**config.mk**
```make
export PLATFORM = sky130hd
export DESIGN_NAME = scan_master
export DESIGN_NICKNAME = d
export VERILOG_FILES = /design/src/rtl/scan_pkg.sv /design/src/rtl/scan_mirror.sv /design/src/rtl/scan_master.sv
export SDC_FILE = /design/constraint.sdc
export NUM_CORES = 1
export LEC_CHECK = 0
export ABC_AREA = 0
export BUFFER_PORTS_ARGS = -buffer_cell sky130_fd_sc_hd__buf_2
export CAP_MARGIN = 20
export CORE_MARGIN = 2
export CORE_UTILIZATION = 40
export DETAILED_ROUTE_END_ITERATION = 7
export PLACE_DENSITY_LB_ADDON = 0.3
export SYNTH_ARGS = -nofsm -noshare
export SYNTH_HDL_FRONTEND = slang
export SYNTH_SLANG_ARGS = --single-unit
export TNS_END_PERCENT = 1
```
**constraint.sdc**
```tcl
create_clock -name clk -period 2.4 [get_ports clk]
set_input_delay 0.48 -clock clk [delete_from_list [all_inputs] [get_ports clk]]
set_output_delay 0.48 -clock clk [all_outputs]
set_load 0.02 [all_outputs]
```
**src/rtl/scan_pkg.sv**
```systemverilog
// Shared definitions for the scan master: remote-state encodings, command op
// codes and the controller state type.
package scan_pkg;

    localparam logic [3:0] RS = 4'b0001;
    localparam logic [3:0] RI = 4'b0010;
    localparam logic [3:0] SH = 4'b0100;
    localparam logic [3:0] UP = 4'b1000;

    localparam logic [1:0] OP_IDLE  = 2'b00;
    localparam logic [1:0] OP_SHIFT = 2'b01;
    localparam logic [1:0] OP_RESET = 2'b10;
    localparam logic [1:0] OP_RSVD  = 2'b11;

    typedef enum logic [2:0] {
        S_IDLE,
        S_TO_RI,
        S_ENTER,
        S_SHIFT,
        S_EXIT,
        S_WAIT,
        S_RST_PATH,
        S_DONE
    } ctrl_e;

endpackage

```
**src/rtl/scan_mirror.sv**
```systemverilog
// Next-state function of the remote 4-state FSM. Purely combinational; the
// caller owns the state register.
module scan_mirror
    import scan_pkg::*;
(
    input  logic [3:0] state_i,
    input  logic       x_i,
    output logic [3:0] next_o
);

    always_comb begin
        next_o = RS;
        case (state_i)
            RS: next_o = x_i ? RS : RI;
            RI: next_o = x_i ? SH : RI;
            SH: next_o = x_i ? SH : UP;
            UP: next_o = x_i ? RS : RI;
            default: next_o = RS;
        endcase
    end

endmodule

```
**src/rtl/scan_master.sv**
```systemverilog
// Turns IDLE/SHIFT/RESET commands into the cycle-exact mode-line sequence for
// the remote FSM, keeping a registered mirror of the remote state.
module scan_master
    import scan_pkg::*;
#(
    parameter int W     = 16,
    parameter int LEN_W = 5
) (
    input  logic             clk,
    input  logic             rs_n,
    input  logic             cmd_valid,
    output logic             cmd_ready,
    input  logic [1:0]       cmd_op,
    input  logic [LEN_W-1:0] cmd_len,
    input  logic [W-1:0]     cmd_data,
    output logic             x,
    output logic             sdo,
    input  logic             sdi,
    output logic             rsp_valid,
    output logic [W-1:0]     rsp_data,
    output logic [3:0]       mstate
);

    localparam logic [LEN_W-1:0] W_LEN = LEN_W'(W);

    ctrl_e            state_q;
    logic [3:0]       mstate_q, mstate_d;
    logic             x_q, sdo_q, rdy_q, rv_q;
    logic [W-1:0]     rd_q, data_q, cap_q;
    logic [LEN_W-1:0] cnt_q, idx_q;
    logic [1:0]       op_q;

    logic             accept, need_ri, from_q, dsp_en;
    logic [LEN_W-1:0] len_c, d_len;
    logic [1:0]       d_op;
    logic [W-1:0]     d_data;

    scan_mirror u_mirror (
        .state_i(mstate_q),
        .x_i    (x_q),
        .next_o (mstate_d)
    );

    assign len_c   = (cmd_len > W_LEN) ? W_LEN : cmd_len;
    assign accept  = cmd_valid && rdy_q;
    // Work that needs RI first parks one cycle in TO_RI, then dispatches from the latched copy.
    assign need_ri = (mstate_q == RS) && ((cmd_op == OP_IDLE) || (cmd_op == OP_SHIFT));
    assign from_q  = (state_q == S_TO_RI);
    assign dsp_en  = from_q || (accept && !need_ri);
    assign d_op    = from_q ? op_q   : cmd_op;
    assign d_len   = from_q ? cnt_q  : len_c;
    assign d_data  = from_q ? data_q : cmd_data;

    always_ff @(posedge clk or negedge rs_n) begin
        if (!rs_n) begin
            state_q  <= S_IDLE;
            mstate_q <= RS;
            x_q      <= 1'b1;
            sdo_q    <= 1'b0;
            rdy_q    <= 1'b1;
            rv_q     <= 1'b0;
            rd_q     <= '0;
            data_q   <= '0;
            cap_q    <= '0;
            cnt_q    <= '0;
            idx_q    <= '0;
            op_q     <= OP_IDLE;
        end else begin
            mstate_q <= mstate_d;
            rv_q     <= 1'b0;
            case (state_q)
                S_IDLE, S_DONE: begin
                    state_q <= S_IDLE;
                    if (accept) begin
                        rdy_q  <= 1'b0;
                        op_q   <= cmd_op;
                        cnt_q  <= len_c;
                        data_q <= cmd_data;
                        if (need_ri) begin
                            x_q     <= 1'b0;
                            state_q <= S_TO_RI;
                        end
                    end
                end
                S_ENTER: begin
                    sdo_q   <= data_q[0];
                    data_q  <= data_q >> 1;
                    x_q     <= (cnt_q != LEN_W'(1));
                    state_q <= S_SHIFT;
                end
                S_SHIFT: begin
                    cap_q <= cap_q | (W'(sdi) << idx_q);
                    idx_q <= idx_q + LEN_W'(1);
                    if (cnt_q == LEN_W'(1)) begin
                        x_q     <= 1'b0;
                        sdo_q   <= 1'b0;
                        state_q <= S_EXIT;
                    end else begin
                        cnt_q  <= cnt_q - LEN_W'(1);
                        sdo_q  <= data_q[0];
                        data_q <= data_q >> 1;
                        x_q    <= (cnt_q != LEN_W'(2));
                    end
                end
                S_EXIT: begin
                    x_q     <= 1'b0;
                    rd_q    <= cap_q;
                    rv_q    <= 1'b1;
                    rdy_q   <= 1'b1;
                    state_q <= S_DONE;
                end
                S_WAIT: begin
                    if (cnt_q == LEN_W'(1)) begin
                        rd_q    <= '0;
                        rv_q    <= 1'b1;
                        rdy_q   <= 1'b1;
                        state_q <= S_DONE;
                    end else begin
                        cnt_q <= cnt_q - LEN_W'(1);
                    end
                end
                S_RST_PATH: begin
                    // Steer by where the remote lands next: SH needs x=0, UP needs x=1, RS is done.
                    if (mstate_d == RS) begin
                        x_q     <= 1'b1;
                        rd_q    <= '0;
                        rv_q    <= 1'b1;
                        rdy_q   <= 1'b1;
                        state_q <= S_DONE;
                    end else begin
                        x_q <= (mstate_d == UP);
                    end
                end
                default: ;
            endcase

            if (dsp_en) begin
                cap_q  <= '0;
                idx_q  <= '0;
                cnt_q  <= d_len;
                data_q <= d_data;
                if (d_op == OP_RESET) begin
                    x_q     <= 1'b1;
                    state_q <= S_RST_PATH;
                end else if (d_op == OP_SHIFT && d_len != '0) begin
                    x_q     <= 1'b1;
                    state_q <= S_ENTER;
                end else if (d_op == OP_IDLE && d_len != '0) begin
                    x_q     <= 1'b0;
                    state_q <= S_WAIT;
                end else begin
                    rd_q    <= '0;
                    rv_q    <= 1'b1;
                    rdy_q   <= 1'b1;
                    state_q <= S_DONE;
                end
            end
        end
    end

    assign cmd_ready = rdy_q;
    assign x         = x_q;
    assign sdo       = sdo_q;
    assign rsp_valid = rv_q;
    assign rsp_data  = rd_q;
    assign mstate    = mstate_q;

endmodule

```
; Word level (Yosys, flattened, before mapping)
; Index checks and enable logic that the tools add are counted.
[totals]
elab_cells = 130
output_inout_bits = 24
reg_bits = 71
in_bits = 27
[classes]
n_eq_ne = 26
shifts = 1
mux = 63
bitwise_logic = 1
n_reduce_logical = 24
n_lt_le_gt_ge = 1
add_sub_neg = 2
[op_table]
columns = cell, count
row1 = 2-to-1 mux 16 bit, 12
row2 = one-hot mux 16 bit (3 select lines), 2
row3 = 2-to-1 mux 5 bit, 7
row4 = 2-to-1 mux 1 bit, 24
row5 = 2-to-1 mux 3 bit, 7
row6 = inequality test 3 bit (second input constant), 6
row7 = one-hot mux 3 bit (6 select lines), 1
row8 = bitwise OR 16 bit, 1
row9 = << shifter 1 x 5 -> 16 bit, 1
row10 = equality test 3 bit (second input constant), 4
row11 = one-hot mux 4 bit (3 select lines), 1
row12 = one-hot mux 5 bit (2 select lines), 1
row13 = equality test 4 x 1 -> 1 bit (second input constant), 2
row14 = equality test 4 bit (second input constant), 2
row15 = AND reduction 4 bit, 2
row16 = nonzero test 7 bit, 1
row17 = equality test 3 x 2 -> 1 bit (second input constant), 2
row18 = 2-to-1 mux 2 bit, 3
row19 = OR reduction 2 bit, 3
row20 = adder 5 x 1 -> 5 bit (second input constant), 1
row21 = equality test 5 x 1 -> 1 bit (second input constant), 1
row22 = greater-than comparator 5 bit (second input constant), 1
row23 = logical AND 1 bit, 5
row24 = inequality test 5 x 1 -> 1 bit (second input constant), 1
row25 = 23 further kinds, 27

; Depth between registers and ports, before layout
; Gate-level depths: netlist (run 1).
[logic_depth]
depth_word = 10
mapped_depth = 9
mapped_depth_nobuf = 7

; Hierarchy
; A second synthesis (run 1) with hierarchy kept.
[hier_totals]
hier_cells = 352
area_unflattened_um2 = 3724.8
[by_module_without_submodules]
columns = mod, n_inst, cells_per_inst, area_each_um2, seq_area_each_um2
row1 = scan_master, 1, 339, 3619.7, 1780.5
row2 = scan_mirror, 1, 13, 105.1, 0.0

; Least setup slack after synthesis (run 1)
; Ideal clock, no wire load.
[synth_timing]
path_type = reg-to-reg
startpoint = register mstate_q[0] (netlist: mstate[0])
endpoint = register data_q[0]
path_slack_ns = 0.210
path_stages_with_launch = 8
required_ns = 2.275
t_arrival_ns = 2.065
synth_period_minus_slack_ns = 2.190
setup_ns = 0.125
path_buffers = 2
path_cell_list = dfstp_2 > buf_6 > nor2b_1 > a21oi_4 > nor2_4 > buf_6 > mux2_4 > mux2_4
[synth_between]
elab_chain_cells = 7
word_cells_on_any_way = 11
cone_classes = eq/ne: 4 / mux: 1 / reduce/logical: 6
[synth_rtl]
columns = item, line_no
row1 = from (decl), scan_master.sv:27  ; logic [3:0] mstate_q, mstate_d;
row2 = from (signal assigned), scan_master.sv:69  ; mstate_q <= mstate_d;
row3 = equality test 4 x 1 -> 1 bit (*), scan_master.sv:47  ; assign need_ri = (mstate_q == RS) && ((cmd_op == OP_IDLE) || (cmd_op == OP_SHIFT));
row4 = logical AND 1 bit (*), scan_master.sv:47
row5 = zero test 1 bit (*), scan_master.sv:49  ; assign dsp_en = from_q || (accept && !need_ri);
row6 = logical AND 1 bit (*), scan_master.sv:49
row7 = logical OR 1 bit (*), scan_master.sv:49
row8 = inequality test 3 bit (no line) (tied with other cells), --
row9 = AND reduction 4 bit (no line), --
row10 = to (signal assigned), scan_master.sv:78  ; data_q <= cmd_data;
row11 = to (signal assigned), scan_master.sv:87  ; data_q <= data_q >> 1;
row12 = to (signal assigned), scan_master.sv:101  ; data_q <= data_q >> 1;
row13 = to (decl), scan_master.sv:29  ; logic [W-1:0] rd_q, data_q, cap_q;
; Every way passes the cells marked *; elsewhere a longest branch is shown, timed or not.
; A chain may end at the register's enable or synchronous reset.

; Worst setup path in the final report (run 1)
[layout_timing]
startpoint = register mstate_q[0] (netlist: mstate[0])
endpoint = register data_q[8]
; Same word-level chain as after synthesis.

==> results of run 1 <==
## timing repair
| action | in CTS | in global routing |
|---|---|---|
| hold buffers | 1 | 0 |
| endpoints found under the setup margin | 0 | 0 |
| endpoints found under the hold margin | 9 | 0 |
## cell usage after synthesis (3+ instances only)
cell type and n:
a211oi_1 3, a21oi_1 44, a32oi_1 4, and3_1 3, buf_2 10, buf_6 5, clkbuf_1 6, dfrtp_1 68
dfstp_2 3, ha_1 4, inv_1 10, mux2_2 14, mux2_4 18, nand2_1 39, nand2b_1 5, nand3_1 9
nand4_1 3, nor2_1 37, nor2b_1 9, nor3_1 11, o211ai_1 17, o21a_1 4, o21ai_0 17, o31ai_1 3
xor2_1 4
## worst max-delay path by stage
stage,from,endpoint,slack [ns],depth (start not counted)
after floorplan,mstate[0],data_q[0],0.21,7
after global placement,mstate[0],data_q[6],0.28,6
after detailed placement,mstate[0],data_q[8],0.22,6
after CTS,mstate[0],data_q[8],0.20,6
after global routing,mstate[0],data_q[8],0.11,6
final,mstate[0],data_q[8],0.20,6
## power by group
group          switching (mW)  internal (mW)
sequential              0.319           1.52
clock                   0.506          0.694
combinational            1.46           1.22
## per-stage QoR
| step | total power, mW | std cells | setup WS (ns) |
|---|---|---|---|
| after global placement | 4.47 | 578 | 0.275 |
| final | 5.73 | 595 | 0.196 |
| after CTS | 5.74 | 595 | 0.196 |
| after detailed placement | 4.53 | 578 | 0.219 |
| after floorplan | 3.87 | 398 | 0.210 |
| after global routing | 6.12 | 595 | 0.110 |
## kinds of logic after synthesis
group / count (synthesis)
flops: 71
xor+xnor: 6
mux: 34
buf+inv: 32
simple gates: 138
compound gates: 113
fa+ha+maj: 4
## sequential cells by signal, indices dropped and copies added (netlist names)
| signal | count |
|---|---|
| cap_q | 16 |
| cmd_ready | 1 |
| cnt_q | 5 |
| data_q | 16 |
| idx_q | 5 |
| mstate | 4 |
| op_q | 2 |
| rsp_data | 16 |
| rsp_valid | 1 |
| sdo | 1 |
| state_q | 3 |
| x | 1 |
## cell type report
cell class                 count  share of cell area, %
clock buffer                   9                   2.67
timing repair buffer          70                   9.21
inverter                      10                  0.808
multi-input combinational    295                   42.8
clock inverter                 7                   2.59
tap                          133                   3.58
sequential                    71                   38.3
## critical path: stages (launching register included)
cell and delay [ns]:
dfstp_2 0.63, nor2b_1 0.34, a21oi_4 0.18, nor2_4 0.16, buf_12 0.17, mux2_2 0.34, mux2_2 0.26
## metal layers
| layer | global-route usage [%] | share of wire [%] |
|---|---|---|
| met3 | 3.83 | 5.7 |
| met5 | 0 | 0 |
| met2 | 27.2 | 45 |
| met4 | 6.28 | 1.0 |
| met1 | 28.2 | 49 |
==> results.tsv, run 1 <==
stage	metric	value	unit
worst_setup_path	reg2reg_from	mstate[0]	
timing	hold_slack	0.428	ns
timing	fin_tns_setup	0	ns
timing	worst_slew_pin_slew	0.524	ns
die	die_w	103	um
die	die_area	10700	um^2
placement	placed_cell_area	4390	um^2
placement	dp_hpwl	6680	um
detailed_routing	num_vias	3271	
yosys	synthesis.nets	429	
placement	gp_congestion	0.856	
worst_setup_path	reg2reg_depth	6	
detailed_routing	finalWirelength	9470	um
clock_tree	htree_levels	3	
final_layout	nFillCells	938	
yosys	async_reset_ff_share	100	%
power	cellPowerDensity	1230	nW/um^2
timing	maxSlewViolCount	0	
yosys	postSynthCellCount	398	
timing	rsz0062_at_grt	false	
power	power_leakage	2.09	nW
die	ios	51	
yosys	ys_warn_count	0	
final_layout	final_common_cell	dfrtp_1	
final_layout	drive_above_1_share	28.1	%
yosys	synth-compound-area-share	18.4	%
clock_tree	clk_pin_slew	0.09	ns
timing	max_slew_margin	64.7	%
clock_tree	cts_tree	built	
yosys	synth_top_family_by_area	compound AO/OA/AOI/OAI gates	
global_routing	track_usage	18.9	%
final_layout	multiInputGateArea	1990	um^2
final_layout	diodes	0	
timing	finalHoldViolCount	0	
worst_setup_path	reg2reg_to	data_q[8]	
clock_tree	cts_buffer_depth	2	
clock_tree	ctsResizeCount	0	
worst_hold_path	hold_depth	3	
detailed_routing	vias_per_cell	5.50	
timing	setup-violations-final	0	
final_layout	syn2layout_area_growth	17.6	%
final_layout	final-seq-area	1780	um^2
timing	fin_crit_sh	91.8	%
die	std_cell_rows	36	
yosys	synthTopCellsByArea	dfrtp_1, mux2_4, a21oi_1	
detailed_routing	ant_nets	0	
die	initial_core_util	40.8	%
timing	max_freq	454	MHz
yosys	synth_mux_area_share	11.4	%
global_routing	grt_max_degree	37	
worst_setup_path	critical_path_class	register to register	
global_routing	grt.overflow.total	0	
worst_setup_path	cp.required	2.65	ns
yosys	ys_ff_latch	71	
clock_tree	cts_root_buf	clkbuf_8	
outcome	status	complete, no violations	
worst_setup_path	cp-start-kind	register	
detailed_routing	initialDrtViolationCount	227	
worst_setup_path	end_kind	register	
yosys	synthSimpleGateAreaFrac	18.0	%
yosys	yosysTopAreaCellShare	43.1	%
job	maxCapViolations	0	
die	die_y	103	um
placement	port_buffers	50	
clock_tree	post_cts_buffers	0	
worst_hold_path	hold_class	primary input to register	
clock_tree	numClockSinks	71	
global_routing	grt_pass1_wl	15600	um
yosys	synth_largest_area_cell	dfrtp_1	
yosys	synth_area	3950	um^2
worst_hold_path	worstHoldEndpoint	op_q[1]	
worst_setup_path	reg2reg_slack	0.20	ns
yosys	synth_cell_types	61	
global_routing	antenna_found_initial	0	
worst_setup_path	cp.arrival	2.45	ns
final_layout	final_cell_mix	dfrtp_1, buf_2, a21oi_1, nand2_1, nor2_1	
worst_hold_path	hold_start	cmd_op[1]	
yosys	ys_dominant_reg_cell	dfrtp_1	
yosys	synthAdderAreaFrac	1.27	%
timing	post-route-min-period	2.20	ns
detailed_routing	drc_errors	0	
yosys	synth_edf_count	0	
power	peakVddDrop	497	uV
detailed_routing	wl_per_cell	15.9	um
clock_tree	clock_latency	0.36	ns
die	coreArea	9680	um^2
worst_setup_path	crit_path_max_fanout	16	
clock_tree	cts_made_buffers	9	
final_layout	final_area	4650	um^2
timing	skew	0.0129	ns
global_routing	grt_pass1_vias	3138	
yosys	synth_xor_area_share	1.33	%
yosys	seq_area_frac_synth	45.1	%
yosys	avgSynthCellArea	9.93	um^2
final_layout	fin_nets	488	
detailed_routing	drt_first_pass_iters	6	
final_layout	fin_util	48.0	%
(Power assumes the default switching activity.)
==> run 2, diff against run 1 <==
Settings changed: CELL_PAD_IN_SITES_DETAIL_PLACEMENT set to 0, CELL_PAD_IN_SITES_GLOBAL_PLACEMENT set to 1.
==> results.tsv, run 2 (same netlist as run 1, synthesis figures left out) <==
stage	metric	value	unit	change
clock_tree	htree_levels	3		unchanged
clock_tree	clk_pin_slew	0.08	ns	about the same
power	cellPowerDensity	1190	nW/um^2	-3.5%
power	power_leakage	2.07	nW	-1.2%
power	p_total	5.47	mW	-4.6%
timing	finalHoldViolCount	0		unchanged
die	ios	51		unchanged
power	peakVddDrop	484	uV	-2.6%
worst_setup_path	reg2reg_from	mstate[0]		
detailed_routing	drt_first_pass_iters	5		-1
power	intPower	3.19	mW	-7.3%
power	sw_frac_of_total	41.6	%	+1.7 points
die	std_cell_rows	36		unchanged
timing	fin_tns_setup	0	ns	unchanged
global_routing	grt.overflow.total	0		unchanged
final_layout	final_cell_mix	dfrtp_1, buf_2, a21oi_1, nand2_1, nor2_1		
power	p_comb_share	49.3	%	+2.5 points
worst_setup_path	crit_path_end	data_q[10]		
clock_tree	clock_latency	0.35	ns	about the same
detailed_routing	drc_errors	0		unchanged
global_routing	antenna_found_initial	0		unchanged
detailed_routing	initialDrtViolationCount	126		-44%
timing	max_freq	460	MHz	+1.3%
placement	dp_hpwl	6620	um	-0.87%
timing	max_slew_margin	63.2	%	-1.5 points
timing	post-route-min-period	2.18	ns	-0.0274 ns
clock_tree	cts_root_buf	clkbuf_8		
die	die_w	103	um	unchanged
clock_tree	ctsResizeCount	0		unchanged
power	pwr-share-seq	34.1	%	+1.9 points
placement	gp_congestion	0.859		+0.35%
worst_setup_path	cp.arrival	2.41	ns	-0.04 ns
detailed_routing	num_vias	3259		-0.37%
worst_setup_path	reg2reg_depth	6		unchanged
final_layout	fin_util	47.5	%	-0.52 points
final_layout	nFillCells	959		+2.2%
die	coreArea	9680	um^2	unchanged
final_layout	final_common_cell	dfrtp_1		
worst_setup_path	reg2reg_slack	0.22	ns	+0.03 ns
die	die_y	103	um	unchanged
final_layout	syn2layout_area_growth	16.3	%	
clock_tree	cts_tree	built		
timing	rsz0062_at_grt	false		
worst_setup_path	cp-start-kind	register		
worst_setup_path	end_kind	register		
final_layout	diodes	0		unchanged
worst_setup_path	crit_path_max_fanout	16		unchanged
detailed_routing	ant_nets	0		unchanged
global_routing	grt_pass1_wl	15800	um	+0.66%
clock_tree	cts_made_buffers	9		unchanged
detailed_routing	vias_per_cell	5.48		-0.37%
timing	fin_crit_sh	90.7	%	-1.1 points
worst_setup_path	cp.required	2.63	ns	-0.02 ns
timing	setup-violations-final	0		unchanged
clock_tree	hold_buffers	0		-1
worst_setup_path	critical_path_class	register to register		
timing	skew	0.0125	ns	-0.000317 ns
worst_hold_path	hold_class	primary input to asynchronous set/reset pin		
worst_setup_path	reg2reg_to	data_q[10]		
placement	port_buffers	50		unchanged
detailed_routing	finalWirelength	9520	um	+0.53%
die	initial_core_util	40.8	%	unchanged
final_layout	fin_nets	488		unchanged
global_routing	grt_max_degree	51		+38%
outcome	status	complete, no violations		
global_routing	track_usage	19.0	%	+0.12 points
global_routing	grt_pass1_vias	3135		-0.096%
worst_setup_path	critPathLaunch	mstate[0]		
final_layout	drive_above_1_share	28.1	%	unchanged
power	clockPowerShare	16.6	%	-4.4 points
job	maxCapViolations	0		unchanged
detailed_routing	wl_per_cell	16.0	um	+0.53%
clock_tree	numClockSinks	71		unchanged
clock_tree	cts_buffer_depth	2		unchanged
die	die_area	10700	um^2	unchanged
power	power_switching	2.27	mW	-0.49%
timing	maxSlewViolCount	0		unchanged
timing	worst_slew_pin_slew	0.552	ns	+0.0277 ns
clock_tree	post_cts_buffers	0		unchanged
-- run 2: how the worst min path moves through the flow --
stage                             to  slack (ns)  cells after the start
after CTS                  mstate[2]        0.12                      1
final                      mstate[2]        0.10                      1
after floorplan             cap_q[0]        0.18                      0
after global placement    data_q[15]        0.48                      1
after detailed placement  data_q[15]        0.48                      1
after global routing       mstate[2]        0.14                      1
-- run 2: layout make-up --
type	instances	area [um^2]	area share [%]
clock buffers	12	155	3.38
multi-input cells	295	1990	43.3
repair buffers	70	438	9.53
well taps	133	166	3.62
flip-flops and latches	71	1780	38.7
clock inverters	4	28.8	0.626
inverters	10	37.5	0.817
-- run 2: power groups by stage --
stage	sequential, mW	clock [mW]	combinational, mW
2_1_floorplan	1.79	0	2.07
3_3_place_gp	1.87	0	2.65
3_5_place_dp	1.87	0	2.68
4_1_cts	1.85	0.932	2.70
5_1_grt	1.91	0.988	2.95
6_report	1.86	0.909	2.70
-- run 2: worst max-delay path, stage by stage, from the launching register on --
cell and delay (ns):
dfstp_2 0.62, nor2b_1 0.32, a21oi_4 0.18, a32oi_1 0.21
o21a_1 0.20, buf_12 0.17, mux2_2 0.34
-- run 2: through the flow --
step	setup slack [ns]	std cells	instance area, um^2	hold slack (ns)
4_1_cts	0.212	595	4600	0.120
5_1_grt	0.0944	595	4600	0.138
3_3_place_gp	0.249	579	4410	0.475
2_1_floorplan	0.210	398	3950	0.184
3_5_place_dp	0.250	579	4410	0.482
6_report	0.224	595	4600	0.103
-- run 2: per-layer routing --
| metal | vias to the layer above | part of all wire, % | routed length, um | GRT usage (%) |
|---|---|---|---|---|
| met5 | - | 0 | 0 | 0 |
| met4 | 0 | 2.2 | 206 | 8.40 |
| met3 | 16 | 5.5 | 527 | 3.09 |
| met2 | 109 | 44 | 4230 | 28.2 |
| met1 | 1571 | 48 | 4560 | 27.3 |
| li1 | 1563 | - | - | - |
